[src/rtl/store_narrow_rmw_if.sv]
// Store request / word-RAM bundle for store_narrow_rmw.
// STORE_BYTE_ENABLE_EN adds the mem_be lane strobe.
interface store_narrow_rmw_if #(
    parameter int AW = 30
);
    logic          req_valid;
    logic          req_ready;
    logic [31:0]   req_addr;
    logic [31:0]   req_data;
    logic [1:0]    req_size;
    logic          done;
    logic          err;
    logic [AW-1:0] mem_addr;
    logic          mem_rd;
    logic [31:0]   mem_rdata;
    logic          mem_rvalid;
    logic          mem_wr;
    logic [31:0]   mem_wdata;
`ifdef STORE_BYTE_ENABLE_EN
    logic [3:0]    mem_be;
`endif

    modport slave (
        input  req_valid, req_addr, req_data, req_size, mem_rdata, mem_rvalid,
        output req_ready, done, err, mem_addr, mem_rd, mem_wr, mem_wdata
`ifdef STORE_BYTE_ENABLE_EN
        , output mem_be
`endif
    );

    modport master (
        output req_valid, req_addr, req_data, req_size, mem_rdata, mem_rvalid,
        input  req_ready, done, err, mem_addr, mem_rd, mem_wr, mem_wdata
`ifdef STORE_BYTE_ENABLE_EN
        , input mem_be
`endif
    );
endinterface

[src/rtl/store_narrow_rmw.sv]
// Narrows SB/SH/SW stores onto a word-only RAM via read-modify-write.
// Define STORE_BYTE_ENABLE_EN to write sub-words directly with mem_be lane strobes instead.
module store_narrow_rmw #(
    parameter int AW = 30
) (
    input  logic                i_clk,
    input  logic                i_rst_n,
    store_narrow_rmw_if.slave   bus
);
    localparam logic [2:0] ST_IDLE  = 3'd0;
    localparam logic [2:0] ST_READ  = 3'd1;
    localparam logic [2:0] ST_WAIT  = 3'd2;
    localparam logic [2:0] ST_WRITE = 3'd3;
    localparam logic [2:0] ST_ERR   = 3'd4;

    localparam logic [1:0] SZ_B = 2'b00;
    localparam logic [1:0] SZ_H = 2'b01;
    localparam logic [1:0] SZ_W = 2'b10;

    logic [2:0]    r_state;
    logic          r_done, r_err, r_rd, r_wr;
    logic [AW-1:0] r_addr;
    logic [31:0]   r_wdata;
    logic          w_bad;

    assign w_bad = (bus.req_size == SZ_H && bus.req_addr[0])
                || (bus.req_size == SZ_W && bus.req_addr[1:0] != 2'b00)
                || (bus.req_size == 2'b11);

`ifdef STORE_BYTE_ENABLE_EN
    logic [3:0]  r_be;
    logic [31:0] w_rep;
    logic [3:0]  w_be;

    // Data is replicated into every lane so the strobe alone picks the target bytes.
    always_comb begin
        w_rep = bus.req_data;
        w_be  = 4'b1111;
        if (bus.req_size == SZ_B) begin
            w_rep = {4{bus.req_data[7:0]}};
            w_be  = 4'b0001 << bus.req_addr[1:0];
        end else if (bus.req_size == SZ_H) begin
            w_rep = {2{bus.req_data[15:0]}};
            w_be  = bus.req_addr[1] ? 4'b1100 : 4'b0011;
        end
    end

    assign bus.mem_be = r_be;
`else
    logic [31:0]     r_data;
    logic [1:0]      r_size;
    logic [1:0]      r_lane;
    logic [3:0]      w_sel;
    logic [3:0][7:0] w_merge;

    // Only byte and half reach the merge; lanes not selected keep the RAM contents.
    for (genvar k = 0; k < 4; k++) begin : g_lane
        assign w_sel[k] = (r_size == SZ_B) ? (r_lane == 2'(k))
                                           : (r_lane[1] == ((k / 2) != 0));
        assign w_merge[k] = !w_sel[k] ? bus.mem_rdata[8*k +: 8]
                          : (r_size == SZ_B || (k % 2) == 0) ? r_data[7:0]
                          : r_data[15:8];
    end
`endif

    assign bus.req_ready = (r_state == ST_IDLE);
    assign bus.done      = r_done;
    assign bus.err       = r_err;
    assign bus.mem_addr  = r_addr;
    assign bus.mem_rd    = r_rd;
    assign bus.mem_wr    = r_wr;
    assign bus.mem_wdata = r_wdata;

    always_ff @(posedge i_clk or negedge i_rst_n) begin
        if (!i_rst_n) begin
            r_state <= ST_IDLE;
            r_done  <= 1'b0;
            r_err   <= 1'b0;
            r_rd    <= 1'b0;
            r_wr    <= 1'b0;
            r_addr  <= '0;
            r_wdata <= '0;
`ifdef STORE_BYTE_ENABLE_EN
            r_be    <= '0;
`else
            r_data  <= '0;
            r_size  <= '0;
            r_lane  <= '0;
`endif
        end else begin
            r_done <= 1'b0;
            r_err  <= 1'b0;
            r_rd   <= 1'b0;
            r_wr   <= 1'b0;
            case (r_state)
                ST_IDLE: begin
                    if (bus.req_valid) begin
                        r_addr <= bus.req_addr[AW+1:2];
`ifndef STORE_BYTE_ENABLE_EN
                        r_data <= bus.req_data;
                        r_size <= bus.req_size;
                        r_lane <= bus.req_addr[1:0];
`endif
                        if (w_bad) begin
                            r_state <= ST_ERR;
                            r_err   <= 1'b1;
`ifdef STORE_BYTE_ENABLE_EN
                        end else begin
                            r_state <= ST_WRITE;
                            r_wr    <= 1'b1;
                            r_done  <= 1'b1;
                            r_wdata <= w_rep;
                            r_be    <= w_be;
                        end
`else
                        end else if (bus.req_size == SZ_W) begin
                            r_state <= ST_WRITE;
                            r_wr    <= 1'b1;
                            r_done  <= 1'b1;
                            r_wdata <= bus.req_data;
                        end else begin
                            r_state <= ST_READ;
                            r_rd    <= 1'b1;
                        end
`endif
                    end
                end
                ST_READ:  r_state <= ST_WAIT;
                ST_WAIT: begin
`ifndef STORE_BYTE_ENABLE_EN
                    if (bus.mem_rvalid) begin
                        r_state <= ST_WRITE;
                        r_wr    <= 1'b1;
                        r_done  <= 1'b1;
                        r_wdata <= w_merge;
                    end
`else
                    r_state <= ST_IDLE;
`endif
                end
                ST_WRITE: r_state <= ST_IDLE;
                ST_ERR:   r_state <= ST_IDLE;
                default:  r_state <= ST_IDLE;
            endcase
        end
    end
endmodule

[src/flat_wrapper.sv]
// flat-port wrapper written by rule: the top's interface ports become plain ports
module store_narrow_rmw_flat 
#(
    parameter int AW = 30
)
  (i_clk, i_rst_n, bus_req_valid, bus_req_addr, bus_req_data, bus_req_size, bus_mem_rdata, bus_mem_rvalid, bus_req_ready, bus_done, bus_err, bus_mem_addr, bus_mem_rd, bus_mem_wr, bus_mem_wdata);
  store_narrow_rmw_if #(.AW(AW)) bus_i ();
  input  logic i_clk;
  input  logic i_rst_n;
  input wire logic [$bits(bus_i.req_valid)-1:0] bus_req_valid;
  input wire logic [$bits(bus_i.req_addr)-1:0] bus_req_addr;
  input wire logic [$bits(bus_i.req_data)-1:0] bus_req_data;
  input wire logic [$bits(bus_i.req_size)-1:0] bus_req_size;
  input wire logic [$bits(bus_i.mem_rdata)-1:0] bus_mem_rdata;
  input wire logic [$bits(bus_i.mem_rvalid)-1:0] bus_mem_rvalid;
  output wire logic [$bits(bus_i.req_ready)-1:0] bus_req_ready;
  output wire logic [$bits(bus_i.done)-1:0] bus_done;
  output wire logic [$bits(bus_i.err)-1:0] bus_err;
  output wire logic [$bits(bus_i.mem_addr)-1:0] bus_mem_addr;
  output wire logic [$bits(bus_i.mem_rd)-1:0] bus_mem_rd;
  output wire logic [$bits(bus_i.mem_wr)-1:0] bus_mem_wr;
  output wire logic [$bits(bus_i.mem_wdata)-1:0] bus_mem_wdata;
  assign bus_i.req_valid = bus_req_valid;
  assign bus_i.req_addr = bus_req_addr;
  assign bus_i.req_data = bus_req_data;
  assign bus_i.req_size = bus_req_size;
  assign bus_i.mem_rdata = bus_mem_rdata;
  assign bus_i.mem_rvalid = bus_mem_rvalid;
  assign bus_req_ready = bus_i.req_ready;
  assign bus_done = bus_i.done;
  assign bus_err = bus_i.err;
  assign bus_mem_addr = bus_i.mem_addr;
  assign bus_mem_rd = bus_i.mem_rd;
  assign bus_mem_wr = bus_i.mem_wr;
  assign bus_mem_wdata = bus_i.mem_wdata;
  store_narrow_rmw #(.AW(AW)) u_core (.i_clk(i_clk), .i_rst_n(i_rst_n), .bus(bus_i));
endmodule
[config.mk]
export PLATFORM = sky130hd
export DESIGN_NAME = store_narrow_rmw_flat
export DESIGN_NICKNAME = d
export VERILOG_FILES = /design/src/rtl/store_narrow_rmw_if.sv /design/src/rtl/store_narrow_rmw.sv /design/src/flat_wrapper.sv
export SDC_FILE = /design/constraint.sdc
export NUM_CORES = 1
export LEC_CHECK = 0
export CORE_UTILIZATION = 42
export CTS_CLUSTER_SIZE = 8
export DETAILED_ROUTE_END_ITERATION = 6
export GPL_ROUTABILITY_DRIVEN = 1
export PLACE_DENSITY = 0.8
export SKIP_LAST_GASP = 1
export SLEW_MARGIN = 20
export SYNTH_ARGS = -nofsm -noshare
export SYNTH_HDL_FRONTEND = slang
export SYNTH_SLANG_ARGS = --single-unit
[constraint.sdc]
create_clock -name i_clk -period 2.46 [get_ports i_clk]
set_clock_uncertainty 0.05 [all_clocks]
set_input_delay 0.369 -clock i_clk [delete_from_list [all_inputs] [get_ports i_clk]]
set_output_delay 0.369 -clock i_clk [all_outputs]
set_load 0.05 [all_outputs]
## Word level (Yosys, flattened, before mapping)

Index checks and enable logic that the tools add are counted.

- Eq/ne operators: 12
- Mux-type cells: 31
- Bitwise gates (word level): 1
- Reduce and logical (&&, ||, !) cells: 12

Operators by type and width:

| kind | count |
|---|---|
| $mux W32 | 4 |
| $pmux W32 S2 | 1 |
| $mux W8 | 5 |
| $mux W1 | 15 |
| $mux W3 | 3 |
| $pmux W3 S3 | 1 |
| $eq A2 B2 Y1 const B | 4 |
| $ne A2 B2 Y1 const B | 3 |
| $reduce_and A5 Y1 | 1 |
| $eq A2 B1 Y1 const B | 2 |
| $logic_not A2 Y1 | 2 |
| $reduce_and A2 Y1 | 2 |
| $reduce_bool A2 Y1 | 2 |
| $eq A3 B1 Y1 const B | 1 |
| $eq A3 B2 Y1 const B | 1 |
| $logic_not A3 Y1 | 1 |
| $logic_and A1 B1 Y1 | 2 |
| $logic_or A1 B1 Y1 | 2 |
| $mux W2 | 1 |
| $ne A2 B1 Y1 const B | 1 |
| $pmux W1 S2 | 1 |
| $not A1 Y1 | 1 |

- Register bits: 88
- Input bits: 102
- Output and inout bits: 67
- Logic and storage cells: 65

## Depth between registers and ports, before layout

Gate-level depths: netlist (run 1).

- Depth in word-level cells: 7
- Depth in mapped cells: 7
- Mapped depth without buffers: 5

## Worst setup path after synthesis (run 1)

Ideal clock, no wire load.

- Path type: flip-flop to flip-flop
- From: register u_core.r_state[0]
- To: register u_core.r_addr[26] (netlist: u_core.bus.mem_addr[26])
- Setup time: 0.118 ns
- Arrival time: 2.414 ns
- Required time: 2.292 ns
- Path slack: -0.122 ns
- Stages on the path, launching flop included: 7
- Path buffers: 2
- Clock period less this slack: 2.582 ns
- Cells stage by stage: dfrtp_1 > buf_2 > nor3_1 > nand2_1 > clkbuf_1 > nand2_1 > nand2_1

- Longest elaborated chain between the ends: 2

Ends and longest elaborated chain:

| element | line | source |
|---|---|---|
| start: declaration | store_narrow_rmw.sv:20 | `logic [2:0] r_state;` |
| start signal: assignment | store_narrow_rmw.sv:76 | `r_state <= ST_IDLE;` |
| start signal: assignment | store_narrow_rmw.sv:105 | `r_state <= ST_ERR;` |
| start signal: assignment | store_narrow_rmw.sv:117 | `r_state <= ST_WRITE;` |
| $logic_not A3 Y1 | - |  |
| via bus_req_ready | flat_wrapper.sv:16 | `output wire logic [$bits(bus_i.req_ready)-1:0] bus_req_ready;` |
| $reduce_and A2 Y1 (no source line) | - |  |
| end signal: assignment | store_narrow_rmw.sv:98 | `r_addr <= bus.req_addr[AW+1:2];` |
| end: declaration | store_narrow_rmw.sv:22 | `logic [AW-1:0] r_addr;` |

The timed path passes the listed nets, and every way through them passes these cells.
A chain may end at the register's enable or synchronous reset.

## Worst setup path after layout (run 1)

- From: register u_core.r_state[1]
- To: output bus_req_ready

- Longest elaborated chain between the ends: 1

Ends and longest elaborated chain:

| element | line | source |
|---|---|---|
| $logic_not A3 Y1 | store_narrow_rmw.sv:66 | `assign bus.req_ready = (r_state == ST_IDLE);` |
| end: declaration | flat_wrapper.sv:16 |  |

No other way between the ends.

==> results of run 1 <==
## worst register-to-register path, cell delays in order (launching register included)
cell and delay (ns):
dfrtp_1 0.64, clkinv_1 0.40, nor2_1 0.51, o221ai_1 0.23, a21oi_1 0.16
## final cells by class
cell class	instances	area, um2
timing repair buffer	178	1769
tap	108	135.1
clock buffer	10	137.6
fill	697	2928
inverter	2	7.507
sequential	88	2202
clock inverter	6	67.56
multi-input combinational	312	1602
## worst paths after layout
kind	end	slack, ns	cells after the start
max in group asynchronous	u_core.r_data[9]$_DFFE_PN0P_	1.23	3
setup / recovery	bus_req_ready	0.06	2
hold / removal	u_core.bus.mem_addr[13]$_DFFE_PN0P_	0.43	2
hold reg to reg	u_core.bus.mem_addr[13]$_DFFE_PN0P_	0.43	2
min in group asynchronous	u_core.bus.mem_wdata[22]$_DFFE_PN0P_	0.47	2
setup reg to reg	u_core.bus.mem_wdata[28]$_DFFE_PN0P_	0.40	4
## cell usage in the layout (no fill, tap or decap)
master / Yosys / final
clkbuf_8: 0 / 10
a32oi_2: 1 / 1
a21oi_2: 1 / 1
nor3_1: 4 / 3
dfrtp_1: 88 / 88
dlygate4sd3_1: 0 / 1
nor4b_4: 1 / 1
clkinvlp_4: 0 / 2
nand2b_1: 1 / 1
clkdlybuf4s50_1: 0 / 167
clkinv_1: 1 / 1
buf_4: 2 / 9
o21ai_0: 4 / 4
and4b_1: 1 / 1
nand2_1: 168 / 167
buf_12: 0 / 1
nor3b_2: 1 / 1
o211ai_1: 16 / 16
a21oi_1: 30 / 30
nand2_2: 1 / 2
a21o_1: 1 / 1
or3b_2: 1 / 1
bufinv_16: 0 / 1
nand3_1: 17 / 17
o221ai_1: 15 / 15
mux2i_1: 17 / 17
inv_6: 0 / 1
a211oi_1: 1 / 1
clkinv_2: 0 / 1
inv_2: 1 / 1
nor3_2: 0 / 1
clkinv_4: 0 / 1
nor2b_1: 1 / 1
nor2_1: 22 / 22
o22a_1: 8 / 8
## cell families (layout without fill, tap and decap cells)
kind of cell    after synthesis  after routing  synth area share, %
compound gates               77             77                13.60
buf+inv                      27            196                2.943
flops                        88             88                56.30
mux                          17             17                4.351
simple gates                218            218                22.81
## state kept, by name, summed over array words and instances (netlist names)
name	cells
u_core.bus.mem_wdata	32
u_core.bus.mem_addr	30
u_core.r_size	2
u_core.r_state	3
u_core.r_lane	2
u_core.bus.mem_wr	1
u_core.bus.err	1
u_core.r_data	16
u_core.bus.mem_rd	1
## through the flow
step | total power (W) | hold slack [ns]
global route | 0.009559 | 0.4504
global placement | 0.007883 | 0.3098
finish | 0.009013 | 0.4290
detailed placement | 0.008019 | 0.3198
CTS | 0.009055 | 0.4349
floorplan | 0.006150 | 0.02341
## power by group through the flow
stage          logic [W]  clock network, W  registers (W)
2_1_floorplan    0.00181                 0        0.00434
3_3_place_gp     0.00523                 0        0.00265
3_5_place_dp     0.00534                 0        0.00268
4_1_cts          0.00536           0.00105        0.00265
5_1_grt          0.00570           0.00110        0.00276
6_report         0.00533           0.00102        0.00266
## metal layers
| metal | GRT usage [%] | part of all wire, % |
|---|---|---|
| met5 | 0 | 0 |
| met4 | 8.496 | 1.6 |
| met3 | 7.730 | 9.9 |
| met2 | 42.90 | 48 |
| met1 | 33.10 | 41 |
==> key figures, run 1 <==
Clock network
  – Cts bufs inserted: 9
  – Reg clk slew, reported paths: around 0.090 ns
  – CTS Buffer Depth: 2
  – Clock tree sinks: 88
  – Worst-skew pair later-pin latency: between 0.3 and 0.4 ns
  – Post-CTS Setup Inserts: 0
  – Hold-fix buffers at CTS: 1
  – Clk Tree Root Cell: clkbuf_8
  – CTS tree: done
  – H-tree depth: 3
  – Post-CTS resize count: 0

Power and ir drop
  – Sequential Power Share: 29.5%
  – Leakage: 2.676 nW
  – Maximum vdd ir drop: 0.9246 mV
  – Power density over cell area: ~1500 mW/mm2
  – NetSw: approximately 0.0045 W
  – Sw Ratio: 50.39%
  – Comb pwr share: 59.1%
  – Clk pwr share: a little under an eighth
  – Cell-internal power: roughly 0.0045 W

Critical path
  – Crit path arrival time: just under 2 ns
  – Kind of critical path: reg -> out
  – Cell family with most CP delay: buffers and inverters
  – Worst Path Buf+Inv: 1
  – Worst EP required: 2.04 ns
  – CP max-delay cell: clkdlybuf4s50_1
  – Startpoint types: register
  – Slowest stage delay, CP: ~0.85 ns
  – Worst r2r src: u_core.r_lane[1]$_DFFE_PN0P_
  – Worst setup startpoint: u_core.r_state[1]$_DFFE_PN0P_
  – Type of destination of the critical path: primary output
  – Max Fanout on Critical Path: 6
  – Ordered cell list for the critical path: nor3_2 > clkdlybuf4s50_1

Cells and area
  – Final core utilization: 66.91%
  – Final net count: between 600 and 700
  – Finished Cell Area: a little under 0.006 mm2
  – ANT cells: 0
  – Area delta synth->final: 51.38%
  – Final std cells w/o fill: ~700
  – Layout cells sized above 1: ~5.9%

Floorplan
  – CORE AREA: 0.008848 mm2
  – Die Height: between 90 and 100 um
  – Die ar.: 0.009702 mm2
  – Die W: 98.50 um
  – I/O pins: about 170
  – Num rows: 34
  – Starting Density: 44.20%

Drt
  – Wire per inst: 16.99 um
  – Via count: about 3800
  – Antenna viol nets, final: 0
  – Drt drc: 11
  – Initial DRC Count: roughly 290
  – DR vias/cell: between 5 and 6
  – First-pass DRT Iterations: 7
  – Routed wire length: roughly 12 mm

STA
  – Relative slew slack: 54.85%
  – Fmax: between 0.4 and 0.5 GHz
  – Worst-margin pin slew: roughly 0.68 ns
  – Endpoints failing setup: 0
  – Post-route clock period utilization: between 90% and 100%
  – Slack of the critical path: a little over 0.06 ns
  – Crit path time final: ~2.4 ns
  – Final Hold Viols: 0
  – Unrepaired setup endpoints after global routing: false
  – Fin. max-slew vios: 0
  – Setup Total Neg Slack: 0 ns

Yosys
  – Most common cell in the netlist: nand2_1
  – Library cells used by synthesis: 28
  – Primary FF master, synth: dfrtp_1
  – Yosys Warn Count: 0
  – FFs w/ async S/R, synth: 100.0%
  – Cell taking the most area after synthesis: dfrtp_1
  – EDFF count, synth: 0
  – Mapped Cells: between 400 and 500
  – Post-synth top area share: between 50% and 60%
  – Mapped Avg Cell Area: 9.160 um2
  – Synth cell count leaders: 168 x nand2_1, 88 x dfrtp_1, 30 x a21oi_1
  – Mapped Area: around 0.0039 mm2
  – Post-synthesis sequential area ratio: roughly 56%
  – Largest cells by area after synthesis: dfrtp_1 56%, nand2_1 16%, mux2i_1 4.4%
  – Post-synthesis sequential element count: 88
  – Mapped Nets: 529

Placement
  – Post-placement cell area: approximately 0.0057 mm2
  – Post-DP HPWL: about 8.8 mm
  – Total placed cells including tap cells: slightly below 700
  – Routability Congestion: about 0.86
  – Port Buffers: approximately 170
  – Pre-CTS setup slack: a little under 0.2 ns

Global route
  – Largest net degree at the start of global routing: 53
  – First-pass GRT wire length: around 20 mm
  – GRT Util Overall: 26.05%
  – Vias in the first global route: a little under 4000
  – Antenna violations before repair: 0
  – Grt ovf: 0

Flow run
  – Maxcap violations: 0

Hold path
  – HP Start: u_core.bus.mem_addr[13]$_DFFE_PN0P_
  – Worst min-delay path class: reg -> reg

Outcome
  – Violated checks: DRC
  – Status: finished with violations
(Power assumes the default switching activity.)
==> run 2, diff against run 1 <==
--- a/config.mk
+++ b/config.mk
@@ -5,11 +5,12 @@
 export SDC_FILE = /design/constraint.sdc
 export NUM_CORES = 1
 export LEC_CHECK = 0
-export CORE_UTILIZATION = 42
+export CORE_UTILIZATION = 46
 export CTS_CLUSTER_SIZE = 8
 export DETAILED_ROUTE_END_ITERATION = 6
 export GPL_ROUTABILITY_DRIVEN = 1
-export PLACE_DENSITY = 0.8
+export PLACE_DENSITY = 0.86
+export SKIP_CTS_REPAIR_TIMING = 1
 export SKIP_LAST_GASP = 1
 export SLEW_MARGIN = 20
 export SYNTH_ARGS = -nofsm -noshare
==> constraint.sdc (replaced) <==
create_clock -name i_clk -period 2.85 [get_ports i_clk]
set_clock_uncertainty 0.05 [all_clocks]
set_input_delay 0.4275 -clock i_clk [delete_from_list [all_inputs] [get_ports i_clk]]
set_output_delay 0.4275 -clock i_clk [all_outputs]
set_load 0.005 [all_outputs]
==> run 2 against run 1 <==
The flow now finishes without violations. Via count up 1.5%. Sequential power decreased by 14%. Global-route usage rose by 1.8 points. Worst hold slack worse by 0.40 ns. Non-clock buffer count fell by 5. Flip-flop and latch count unchanged. First-iteration DRC count is 15% lower. Die area down 8.5%. Critical endpoint unchanged. Largest cell class unchanged.
==> key figures, run 2 (synthesis gave the netlist of run 1 again) <==
Cells and area
  – Final core utilization: 71.24% (+4.3 points)
  – Most frequent cells in the layout: 167 x nand2_1, 167 x clkdlybuf4s50_1, 88 x dfrtp_1
  – Layout cells sized above 1: 4.746% (-1.1 points)
  – ANT cells: 0 (unchanged)
  – Final net count: 688 (-0.72%)
  – Area delta synth->final: 49.65%
  – Fill cells: 602 (-14%)
  – Max FFs per register: 32 (unchanged)

STA
  – Slack of the critical path: 0.6211 ns (+0.5606 ns)
  – Fin. max-slew vios: 0 (unchanged)
  – Fmax: 0.4487 GHz
  – Worst-margin pin slew: 0.9838 ns (+0.3065 ns)
  – Unrepaired setup endpoints after global routing: false
  – Final Hold Viols: 0 (unchanged)
  – Setup Total Neg Slack: 0 ns (unchanged)
  – Relative slew slack: 34.18% (-21 points)
  – Post-route clock period utilization: between 70% and 80%
  – Endpoints failing setup: 0 (unchanged)
  – Crit path time final: between 2 and 2.5 ns

Drt
  – First-pass DRT Iterations: 4 (-3)
  – Routed wire length: 11.68 mm (-2.4%)
  – Antenna viol nets, final: 0 (unchanged)
  – Initial DRC Count: 246 (-15%)
  – Via count: 3830 (+1.5%)
  – DR vias/cell: 5.511 (+2.8%)
  – Drt drc: 0 (-11)
  – Wire per inst: 16.80 um (-1.1%)

Floorplan
  – Starting Density: 47.60% (+3.4 points)
  – CORE AREA: 0.008217 mm2 (-7.1%)
  – Die W: 94.21 um (-4.4%)
  – Die Height: 94.21 um (-4.4%)
  – Num rows: 33 (-2.9%)
  – I/O pins: 169 (unchanged)
  – Die ar.: 0.008876 mm2 (-8.5%)

Critical path
  – Startpoint types: register
  – Crit path to: bus_req_ready
  – Worst reg2reg path depth: 4 (unchanged)
  – Crit path arrival time: 1.75 ns (-0.23 ns)
  – Worst EP required: 2.37 ns (+0.33 ns)
  – Flop2flop setup slack: 0.83 ns (+0.43 ns)
  – Worst r2r src: u_core.r_state[0]$_DFFE_PN0P_
  – Worst setup startpoint: u_core.r_state[0]$_DFFE_PN0P_
  – Max Fanout on Critical Path: 6 (unchanged)
  – Kind of critical path: reg -> out
  – Reg2reg end: u_core.bus.mem_addr[10]$_DFFE_PN0P_
  – Type of destination of the critical path: primary output

Power and ir drop
  – Power density over cell area: 1045 mW/mm2 (-31%)
  – NetSw: 0.002305 W (-49%)
  – Leakage: 2.652 nW (-0.92%)
  – Clk pwr share: 13.7% (+2.3 points)
  – Comb pwr share: 48.9% (-10 points)
  – Cell-internal power: 0.003814 W (-15%)
  – Sw Ratio: 37.67% (-13 points)
  – Maximum vdd ir drop: 0.5415 mV (-41%)
  – Sequential Power Share: 37.3% (+7.8 points)

Hold path
  – Worst min-delay path class: in -> async

Clock network
  – Worst-skew pair later-pin latency: 0.35 ns (about the same)
  – Clk Tree Root Cell: clkbuf_8
  – Reg clk slew, reported paths: 0.08 ns (about the same)
  – CTS tree: done
  – H-tree depth: 3 (unchanged)
  – Cts bufs inserted: 9 (unchanged)
  – CTS Buffer Depth: 2 (unchanged)
  – Clock tree sinks: 88 (unchanged)

Global route
  – GRT Util Overall: 27.80% (+1.8 points)
  – Vias in the first global route: 3945 (+0.38%)
  – Antenna violations before repair: 0 (unchanged)
  – Largest net degree at the start of global routing: 89 (+68%)
  – Grt ovf: 0 (unchanged)
  – First-pass GRT wire length: 18.94 mm (-4.2%)

Placement
  – Pre-CTS setup slack: 0.4205 ns (+0.2283 ns)
  – Port Buffers: 168 (unchanged)
  – Routability Congestion: 0.7857 (-8.2%)
  – Post-DP HPWL: 8.077 mm (-8.0%)

Flow run
  – Maxcap violations: 0 (unchanged)

Outcome
  – Status: finished, final reports clean
==> run 2: area by class of cell <==
type                            instances  area (um2)  area share, %
Multi-Input combinational cell        312        1597          27.28
Clock buffer                           11       141.4          2.416
Inverter                                2       7.507         0.1283
Timing Repair Buffer                  173        1729          29.54
Clock inverter                          4       45.04         0.7696
Sequential cell                        88        2202          37.62
Tap cell                              105       131.4          2.245
==> run 2: how the worst min path moves through the flow <==
| stage | slack [ns] | depth (start not counted) | endpoint |
|---|---|---|---|
| after detailed placement | 0.41 | 2 | u_core.bus.mem_addr[9]$_DFFE_PN0P_ |
| after CTS | 0.08 | 2 | u_core.bus.mem_wdata[23]$_DFFE_PN0P_ |
| after floorplan | 0.08 | 0 | u_core.bus.err$_DFF_PN0_ |
| final | 0.03 | 2 | u_core.bus.mem_wdata[22]$_DFFE_PN0P_ |
| after global placement | 0.41 | 2 | u_core.bus.mem_addr[14]$_DFFE_PN0P_ |
| after global routing | 0.08 | 2 | u_core.bus.mem_wdata[23]$_DFFE_PN0P_ |
==> run 2: through the flow <==
step | power (W) | cells | area (um2) | hold slack [ns]
final | 0.006119 | 695 | 5853 | 0.03127
after global routing | 0.006568 | 695 | 5853 | 0.08137
after CTS | 0.006150 | 695 | 5853 | 0.08265
after detailed placement | 0.005284 | 680 | 5667 | 0.4132
after global placement | 0.005165 | 680 | 5667 | 0.4085
after floorplan | 0.003745 | 427 | 3911 | 0.08191
==> run 2: metal layers <==
layer  vias up  share of wire (%)  GRT usage, %
met5         -                  0             0
met4         0                1.8         9.231
met3        21                9.6         7.362
met2       201                 48         45.95
met1      1839                 41         35.27
li1       1769                  -             -
==> run 2: critical path: stages, from the launching register on <==
cell             delay [ns]
dfrtp_1                0.47
nor3_1                 0.37
clkdlybuf4s50_1        0.57
==> run 2: power by group through the flow <==
| stage | combinational [W] | sequential, W | clock [W] |
|---|---|---|---|
| 2_1_floorplan | 0.00151 | 0.00223 | 0 |
| 3_3_place_gp | 0.00288 | 0.00228 | 0 |
| 3_5_place_dp | 0.00298 | 0.00230 | 0 |
| 4_1_cts | 0.00302 | 0.00228 | 0.000856 |
| 5_1_grt | 0.00331 | 0.00236 | 0.000900 |
| 6_report | 0.00299 | 0.00228 | 0.000841 |
==> run 3, diff against run 2 <==
--- a/config.mk
+++ b/config.mk
@@ -5,11 +5,11 @@
 export SDC_FILE = /design/constraint.sdc
 export NUM_CORES = 1
 export LEC_CHECK = 0
-export CORE_UTILIZATION = 46
+export CORE_UTILIZATION = 38
 export CTS_CLUSTER_SIZE = 8
 export DETAILED_ROUTE_END_ITERATION = 6
 export GPL_ROUTABILITY_DRIVEN = 1
-export PLACE_DENSITY = 0.86
+export PLACE_DENSITY = 0.76
 export SKIP_CTS_REPAIR_TIMING = 1
 export SKIP_LAST_GASP = 1
 export SLEW_MARGIN = 20
==> constraint.sdc (replaced) <==
create_clock -name i_clk -period 2 [get_ports i_clk]
set_clock_uncertainty 0.05 [all_clocks]
set_input_delay 0.3 -clock i_clk [delete_from_list [all_inputs] [get_ports i_clk]]
set_output_delay 0.3 -clock i_clk [all_outputs]
set_load 0.005 [all_outputs]
==> run 3 against run 2 <==
Total power grew 49%. Combinational power grew 48%. Die area grew 21%. Critical path type unchanged. Highest routed layer unchanged. Critical endpoint unchanged. Clock-buffer cell count shrank 1. Design area grew 4.0%.
==> key figures, run 3 (synthesis gave the netlist of run 1 again) <==
Outcome
  – Status: finished, final reports clean

Global route
  – Vias in the first global route: 3828 (-3.0%)
  – Grt ovf: 0 (unchanged)
  – Antenna violations before repair: 0 (unchanged)
  – GRT Util Overall: 23.14% (-4.7 points)
  – GR Util met2: 40.14% (-5.8 points)
  – GRT busiest layer: met2
  – Met3 Usage GRT: 5.242% (-2.1 points)
  – First-pass GRT wire length: 18.67 mm (-1.4%)
  – Largest net degree at the start of global routing: 52 (-42%)
  – Met1 Usage GRT: 28.30% (-7.0 points)

STA
  – Relative slew slack: 63.12% (+29 points)
  – Unrepaired setup endpoints after global routing: false
  – Endpoints failing setup: 0 (unchanged)
  – Post-route clock period utilization: 96.07%
  – Crit path time final: just under 2 ns
  – Hold_ws: 0.3759 ns (+0.3447 ns)
  – Fmax: around 0.52 GHz
  – Fin. max-slew vios: 0 (unchanged)
  – Final Hold Viols: 0 (unchanged)
  – Worst-margin pin slew: 0.5511 ns (-0.4327 ns)

Cells and area
  – ANT cells: 0 (unchanged)
  – Layout cells sized above 1: 7.756% (+3.0 points)
  – Most frequent cells in the layout: 167 x nand2_1, 167 x clkdlybuf4s50_1, 86 x dfrtp_1
  – Fill cells: 798 (+33%)
  – Area delta synth->final: 55.60%
  – Finished Cell Area: 0.006086 mm2 (+4.0%)
  – Final net count: 703 (+2.2%)
  – Max FFs per register: 32 (unchanged)
  – Final core utilization: 61.69% (-9.5 points)

Power and ir drop
  – PnR Total Power: 0.009109 W (+49%)
  – Power density over cell area: 1497 mW/mm2 (+43%)
  – Leakage: 2.743 nW (+3.5%)
  – Maximum vdd ir drop: 0.7290 mV (+35%)

Clock network
  – CTS Buffer Depth: 2 (unchanged)
  – Clock tree sinks: 88 (unchanged)
  – Reg clk slew, reported paths: 0.09 ns (about the same)
  – Worst-skew pair later-pin latency: 0.35 ns (about the same)
  – CTS tree: done
  – H-tree depth: 3 (unchanged)
  – Cts bufs inserted: 9 (unchanged)
  – Clk Tree Root Cell: clkbuf_8

Floorplan
  – I/O pins: 169 (unchanged)
  – Starting Density: 39.65% (-8.0 points)
  – Num rows: 36 (+9.1%)
  – Die Height: 103.5 um (+9.8%)
  – CORE AREA: 0.009864 mm2 (+20%)
  – Die W: 103.5 um (+9.8%)
  – Die ar.: 0.01070 mm2 (+21%)

Critical path
  – Type of destination of the critical path: primary output
  – Startpoint types: register
  – Max Fanout on Critical Path: 6 (unchanged)
  – Worst EP required: 1.65 ns (-0.72 ns)
  – Slowest stage delay, CP: 0.53 ns (-0.04 ns)
  – Ordered cell list for the critical path: nor3_4 > clkdlybuf4s50_1
  – Kind of critical path: reg -> out
  – Crit path arrival time: 1.57 ns (-0.18 ns)
  – CP max-delay cell: clkdlybuf4s50_1

Drt
  – First-pass DRT Iterations: 4 (unchanged)
  – Antenna viol nets, final: 0 (unchanged)
  – Via count: 3766 (-1.7%)
  – Wire per inst: 16.35 um (-2.7%)
  – Drt drc: 0 (unchanged)
  – Routed wire length: 12.08 mm (+3.5%)
  – DR vias/cell: 5.096 (-7.5%)
  – Initial DRC Count: 171 (-30%)

Placement
  – Post-DP HPWL: 8.995 mm (+11%)
  – Post-placement cell area: 0.005832 mm2 (+2.9%)
  – Routability Congestion: 0.7996 (+1.8%)
  – Port Buffers: 168 (unchanged)

Hold path
  – Worst min-delay path class: in -> async

Flow run
  – Maxcap violations: 0 (unchanged)
## run 3: changes by cell type in the layout (fill, tap and decap cells not counted), sizes merged
| cell | previous run | this run |
|---|---|---|
| clkinvlp | 0 | 2 |
| buf | 6 | 20 |
| clkbuf | 11 | 10 |
| bufinv | 1 | 2 |
| clkinv | 4 | 3 |
| dlygate4sd3 | 0 | 1 |
## run 3: final timing paths
path                                                     from                              endpoint  slack, ns  cells past startpoint
min in group i_clk                           bus_req_addr[15]   u_core.bus.mem_addr[13]$_DFFE_PN0P_       0.42                      3
min                                                   i_rst_n   u_core.bus.mem_addr[29]$_DFFE_PN0P_       0.38                      2
max in group asynchronous                             i_rst_n  u_core.bus.mem_wdata[28]$_DFFE_PN0P_       1.01                      3
max                             u_core.r_state[1]$_DFFE_PN0P_                         bus_req_ready       0.08                      2
min reg2reg                u_core.bus.mem_addr[3]$_DFFE_PN0P_    u_core.bus.mem_addr[3]$_DFFE_PN0P_       0.42                      2
max reg2reg                      u_core.r_lane[0]$_DFFE_PN0P_  u_core.bus.mem_wdata[19]$_DFFE_PN0P_       0.20                      4
## run 3: stage by stage
step,worst slack (ns),cells,TNS [ns]
global route,0.01654,739,0
CTS,-0.05518,738,-0.05518
finish,0.07867,739,0
global placement,0.03796,722,0
detailed placement,-0.01079,722,-0.01079
floorplan,0.3045,427,0
## run 3: cell type report
| cell class | instances | area, um2 | share of cell area, % |
|---|---|---|---|
| sequential | 88 | 2205 | 36.23 |
| clock buffer | 10 | 137.6 | 2.262 |
| inverter | 2 | 7.507 | 0.1234 |
| multi-input combinational | 312 | 1608 | 26.42 |
| timing repair buffer | 188 | 1869 | 30.72 |
| clock inverter | 6 | 92.59 | 1.521 |
| tap | 133 | 166.4 | 2.734 |
## run 3: where the power goes
part           internal, W  switching, W  leakage, nW
Clock             0.000742      0.000652        0.109
Combinational      0.00235       0.00207         1.57
Sequential         0.00264      0.000650         1.07
## run 3: routing by layer
layer | up-vias | wire, um
li1 | 1790 | -
met1 | 1805 | 5100
met2 | 156 | 5888
met3 | 15 | 892
met4 | 0 | 199
met5 | - | 0
## run 3: worst max-delay path, delay by kind of cell, from the launching register on
family        cells  cell delay (ns)
flops             1             0.48
simple gates      1             0.23
buf+inv           1             0.53
